**config.mk**
```make
export PLATFORM = sky130hd
export DESIGN_NAME = operand_fetch
export DESIGN_NICKNAME = d
export VERILOG_FILES = /design/src/rtl/operand_fetch.sv
export SDC_FILE = /design/constraint.sdc
export NUM_CORES = 2
export LEC_CHECK = 0
export CAP_MARGIN = 20
export CELL_PAD_IN_SITES_DETAIL_PLACEMENT = 0
export CELL_PAD_IN_SITES_GLOBAL_PLACEMENT = 2
export CORE_UTILIZATION = 30
export DETAILED_ROUTE_END_ITERATION = 6
export GPL_ROUTABILITY_DRIVEN = 0
export GPL_TIMING_DRIVEN = 0
export PLACE_DENSITY = 0.56
export SLEW_MARGIN = 25
export SYNTH_ARGS = -nofsm -noshare
export SYNTH_HDL_FRONTEND = slang
export SYNTH_SLANG_ARGS = --single-unit
```
**constraint.sdc**
```tcl
create_clock -name clk -period 103 [get_ports clk]
set_input_delay 20.6 -clock clk [delete_from_list [all_inputs] [get_ports clk]]
set_output_delay 20.6 -clock clk [all_outputs]
set_load 0.03 [all_outputs]
```
**src/rtl/operand_fetch.sv**
```systemverilog
// operand_fetch: 32x32 register file feeding a one-entry registered operand stage toward the ALU.
// Optional feature macro OPERAND_FETCH_BYPASS_EN forwards a coincident writeback into captured operands.
module operand_fetch (
    input  logic        clk,
    input  logic        rst,
    input  logic        in_valid,
    output logic        in_ready,
    input  logic [4:0]  rs1_addr,
    input  logic [4:0]  rs2_addr,
    input  logic [2:0]  funct3,
    input  logic        we,
    input  logic [4:0]  waddr,
    input  logic [31:0] wdata,
    output logic [31:0] rs1,
    output logic [31:0] rs2,
    output logic [2:0]  sel,
    output logic        out_valid,
    input  logic        out_ready
);

    // Handshake: a transfer occurs at a rising edge where valid && ready on the same side;
    // in_ready = !out_valid || out_ready, so a drain and a capture may share one edge.
    logic [31:0] r_regs [32];
    logic [31:0] r_rs1;
    logic [31:0] r_rs2;
    logic [2:0]  r_sel;
    logic        r_out_valid;
    logic [4:0]  r_rs1_idx;
    logic [4:0]  r_rs2_idx;

    logic        w_capture;
    logic        w_write;
    logic        w_held;
    logic [31:0] w_op1;
    logic [31:0] w_op2;

    assign in_ready  = !r_out_valid || out_ready;
    assign w_capture = in_valid && in_ready;
    assign w_write   = we && (waddr != 5'd0);
    assign w_held    = r_out_valid && !out_ready;

    always_comb begin
        w_op1 = r_regs[rs1_addr];
        w_op2 = r_regs[rs2_addr];
`ifdef OPERAND_FETCH_BYPASS_EN
        if (w_write && (waddr == rs1_addr)) w_op1 = wdata;
        if (w_write && (waddr == rs2_addr)) w_op2 = wdata;
`endif
    end

    // x0 is cleared at reset and never written, so it always reads zero.
    always_ff @(posedge clk or posedge rst) begin
        if (rst) begin
            for (int i = 0; i < 32; i++) r_regs[i] <= 32'd0;
        end else if (w_write) begin
            r_regs[waddr] <= wdata;
        end
    end

    always_ff @(posedge clk or posedge rst) begin
        if (rst) begin
            r_rs1       <= 32'd0;
            r_rs2       <= 32'd0;
            r_sel       <= 3'd0;
            r_out_valid <= 1'b0;
            r_rs1_idx   <= 5'd0;
            r_rs2_idx   <= 5'd0;
        end else if (w_capture) begin
            r_rs1       <= w_op1;
            r_rs2       <= w_op2;
            r_sel       <= funct3;
            r_out_valid <= 1'b1;
            r_rs1_idx   <= rs1_addr;
            r_rs2_idx   <= rs2_addr;
        end else begin
            if (r_out_valid && out_ready) r_out_valid <= 1'b0;
            // A stalled operation must not go stale when its source register is rewritten.
            if (w_held && w_write && (waddr == r_rs1_idx)) r_rs1 <= wdata;
            if (w_held && w_write && (waddr == r_rs2_idx)) r_rs2 <= wdata;
        end
    end

    assign rs1       = r_rs1;
    assign rs2       = r_rs2;
    assign sel       = r_sel;
    assign out_valid = r_out_valid;

endmodule

```
-- After elaboration in Yosys (flattened, before gate mapping)
Cells that the tools add are included.
- word-level logic and storage cells: 77
- bits in writable memories: 0
- bits in registers: 1102
- output and inout bits: 69
- bits of input ports: 55
- latch bits: 0
- memory bits (read-only): 0
- memories kept: 0
- equality and inequality tests: 2
- divide/modulo/power cells: 0
- mux-type cells: 15
- shift-type cells: 0
- reductions and logical operators: 15
- bitwise logic cells: 3
- multipliers: 0
- add/subtract/negate cells: 0
- order comparisons: 4
- operator list (cell ; count):
    1024-bit bitwise mux ; 1
    32-bit binary-select mux with 5-bit select ; 2
    32-bit 2-to-1 mux ; 9
    32-bit demux with 5-bit select ; 1
    6-bit greater-or-equal comparator (second input constant) ; 3
    5-bit NOT with 6-bit output ; 3
    5-bit equality test ; 2
    1-bit logical AND ; 8
    6-bit by 1-bit less-than comparator with 1-bit output (second input constant) ; 1
    2-bit nonzero test ; 3
    5-bit nonzero test ; 1
    1-bit zero test ; 2
    1-bit 2-to-1 mux ; 2
    1-bit logical OR ; 1

-- Logic depth before layout (Yosys ltp)
- depth in word-level cells: 6
- gate-level depth with buffers: 9
- depth with buffers taken out: 6

-- Least setup slack after synthesis
Ideal clock, no wire load.
- path kind: input-to-output
- start: input out_ready
- end: output in_ready
- arrival: 21.524 ns
- setup slack: 60.876 ns
- buffers on the path: 3
- stages on the path: 5
- required time: 82.400 ns
- cells stage by stage: nor2b_4 -> inv_1 -> buf_6 -> buf_2 -> buf_1
- longest elaborated chain between the ends: 1
- ends and longest elaborated chain (what ; line ; source):
    start: declaration ; 18 ; input logic out_ready
    1-bit logical OR ; 37 ; assign in_ready = !r_out_valid || out_ready;
    end: declaration ; 7 ; output logic in_ready,
No other way between the ends.

-- Worst setup path in the final report
Ends and elaborated chain as after synthesis.

==> reports/results.ini <==
[run_status]
result_of_the_run=complete, but fails checks
violations=design-rule violations

[critical_path]
timing.critical_path.fanout_max=11
crit_chain=clkdlybuf4s50_1 > nor2b_4 > inv_1 > buf_6 > buf_2 > buf_2 > clkdlybuf4s50_1
cp-end-kind=output port
timing_worst_setup_path_type=in -> out
worst_path_largest_cell_delay_ps=810
worst_reg2reg_path_length_in_cells=7
reg2reg_setup_slack_ps=98850
critical_path_required_ps=82400
start_kind=input pin
timing.critical_path.max_delay_family=buffers and inverters
critical_path.n_buffers_inverters=6
path_depth=7
arrival_ps=23230
cp_slowest_cell=clkdlybuf4s50_1

[die]
floorplan.core_area_sq_um=191000
die-height_um=441
floorplan_die_area_sq_um=195000
initial_utilization=0.303
die_width_um=441
row_count=160
total_i_o_pin_count=124

[worst_hold_path]
hold_path_depth=1
timing.hold.worst.class=reg -> reg

[grt]
grt_start_max_net_pins=93
first_global_vias=44044
antenna_found_initial=59
grt-ovfl-total=0
grt_first_pass_wirelength_um=458000
global_route.usage.total=0.364

[sta]
slew_violations=0
period_needed_ps=43830
fmax_ghz=0.0228
rsz_0062_raised_after_global_routing=false
setup_ws_ps=59170
final.setup_skew_ps=27.5
finalHoldViolCount=0
max_slew.worst_pin.slew_ps=1270
setup_viol_count_final=0
maxSlewHeadroom=0.150
min_period_over_period=0.426
setup_tns_after_final_layout_ps=0

[detailed_routing]
drc_errors=14
ant_nets=0
drt-initial-drc-count=6331
route.vias.total=45582
aggregate_routed_wire_length_um=357000
dr.pass1.iters=7
vias_per_cell=6.44
drt-wirelength-per-cell_um=50.4

[cts]
tritoncts.num_buffers=137
number_of_clock_sinks=1102
cts.repair.resized=0
maximum_root_to_sink_buffer_count=3
post-cts-setup-buffers=0
cts_hold_buffers=0
worst_setup_hold_path_clk_slew_ps=50
cts_tree=yes
clk-insertion-delay-late_ps=800
cts.htree.levels=4
ctsRootBufferMaster=clkbuf_16

[yosys]
synth_seq_cells=1102
async_reset_ff_frac=1.00
ys_types=61
synth_ff_type=dfrtp_1
mappedNetlistArea_sq_um=57900
yosys_warning_count=0
seq_area_frac_synth=0.476
syn-instance-count=4109
synth_edf_count=0
avgSynthCellArea_sq_um=14.1
synth.net_count=4164

[finish]
most_frequent_standard_cell_in_the_layout_excluding_fill_and_tap_cells=dfrtp_1
most-common-layout-cells=1102 x dfrtp_1, 1096 x mux2_2, 398 x mux4_2, 168 x clkbuf_1, 157 x buf_2
design_area_sq_um=68600
finish.net_count=4500
drive_gt1_frac=0.464
area_growth_syn_to_layout_pct=18.5

[placed_design]
io_buffer_count=118
place_ws_ps=59240
post-dp-hpwl_um=245000
dpl-instance-area_sq_um=64000

[pwr]
power.ir.vdd_worst_mv=0.0193
leakage_uw=0.0286
pwr_density_cell_nw_per_um2=20.1

[job]
max_cap_viol_count=0

## routing by layer
| metal | wire (um) | part of all wire | vias to the layer above | GRT usage |
|---|---|---|---|---|
| li1 | - | - | 16500 | - |
| met1 | 138000 | 0.39 | 24839 | 0.453 |
| met2 | 150000 | 0.42 | 3197 | 0.520 |
| met3 | 36700 | 0.10 | 1018 | 0.123 |
| met4 | 31200 | 0.087 | 28 | 0.273 |
| met5 | 502 | 0.0014 | - | 0.0120 |
## metrics by stage
stage | std cells | hold WS [ps] | total power [uW] | utilization
after floorplan | 4109 | 441 | 752 | -
after global placement | 6738 | 454 | 868 | 0.326
after detailed placement | 6816 | 466 | 877 | 0.335
after CTS | 7049 | 478 | 1370 | 0.359
after global routing | 7057 | 498 | 1420 | 0.359
final | 7079 | 481 | 1380 | 0.359
## sequential cells by signal, indices dropped and copies added (netlist names)
| register | count |
|---|---|
| sel | 3 |
| r_rs2_idx | 5 |
| out_valid | 1 |
| rs1 | 32 |
| rs2 | 32 |
| r_regs | 1024 |
| r_rs1_idx | 5 |
## layout make-up
| type | instances | area (sq um) |
|---|---|---|
| clock inverter | 22 | 292 |
| fill | 18677 | 122000 |
| clock buffer | 211 | 4200 |
| buffer | 444 | 2240 |
| tap | 2511 | 3140 |
| multi-input combinational | 2474 | 28000 |
| inverter | 89 | 342 |
| sequential | 1102 | 27600 |
| antenna | 29 | 72.6 |
| timing repair buffer | 197 | 2780 |
## final timing paths
check                                          from                       end
max in group asynchronous                       rst   r_regs[883]$_DFFE_PP0P_
hold reg to reg            r_regs[1003]$_DFFE_PP0P_  r_regs[1003]$_DFFE_PP0P_
setup reg to reg              out_valid$_DFFE_PP0P_       rs1[13]$_DFFE_PP0P_
hold / removal             r_regs[1003]$_DFFE_PP0P_  r_regs[1003]$_DFFE_PP0P_
setup / recovery                          out_ready                  in_ready
min in group asynchronous                       rst    r_regs[37]$_DFFE_PP0P_
## synthesized netlist by cell type (8+ instances only)
master | count | share of area
dfrtp_1 | 1102 | 0.48
mux2_2 | 1096 | 0.21
mux4_2 | 398 | 0.15
clkbuf_1 | 201 | 0.013
buf_2 | 124 | 0.011
nor2b_1 | 116 | 0.013
nor2_1 | 95 | 0.0062
inv_1 | 89 | 0.0058
o221ai_1 | 86 | 0.013
o22ai_1 | 76 | 0.0082
nand2_1 | 72 | 0.0047
a21oi_1 | 59 | 0.0051
buf_4 | 55 | 0.0071
a221oi_1 | 53 | 0.0080
buf_1 | 53 | 0.0034
a2111oi_0 | 45 | 0.0068
nand2b_1 | 45 | 0.0049
nand4_1 | 39 | 0.0042
mux2i_1 | 38 | 0.0066
o21ai_0 | 32 | 0.0028
a31oi_1 | 31 | 0.0033
a41oi_1 | 23 | 0.0035
nand3_1 | 16 | 0.0014
a211oi_1 | 14 | 0.0018
a22oi_1 | 12 | 0.0016
nor3b_1 | 12 | 0.0016
and2_1 | 10 | 0.0011
buf_6 | 10 | 0.0019
nor3_1 | 9 | 0.00078
o221a_2 | 8 | 0.0016
o31ai_1 | 8 | 0.0010
## cell families after synthesis
group | Yosys count | share of synthesized area
AOI/OAI and AO/OA | 486 | 0.0642
xor gates and xnor gates | 10 | 0.00151
buffers and inverters | 533 | 0.0421
DFF | 1102 | 0.476
muxes | 1532 | 0.374
and+or+nand+nor | 446 | 0.0417
## report_power, final
part / internal (uW) / leakage (uW) / switching [uW] / total, uW
Sequential: 514 / 0.0140 / 68.7 / 583
Clock: 292 / 0.00222 / 209 / 501
Combinational: 148 / 0.0124 / 148 / 297
Total: 955 / 0.0286 / 426 / 1380
(Power assumes the default switching activity.)
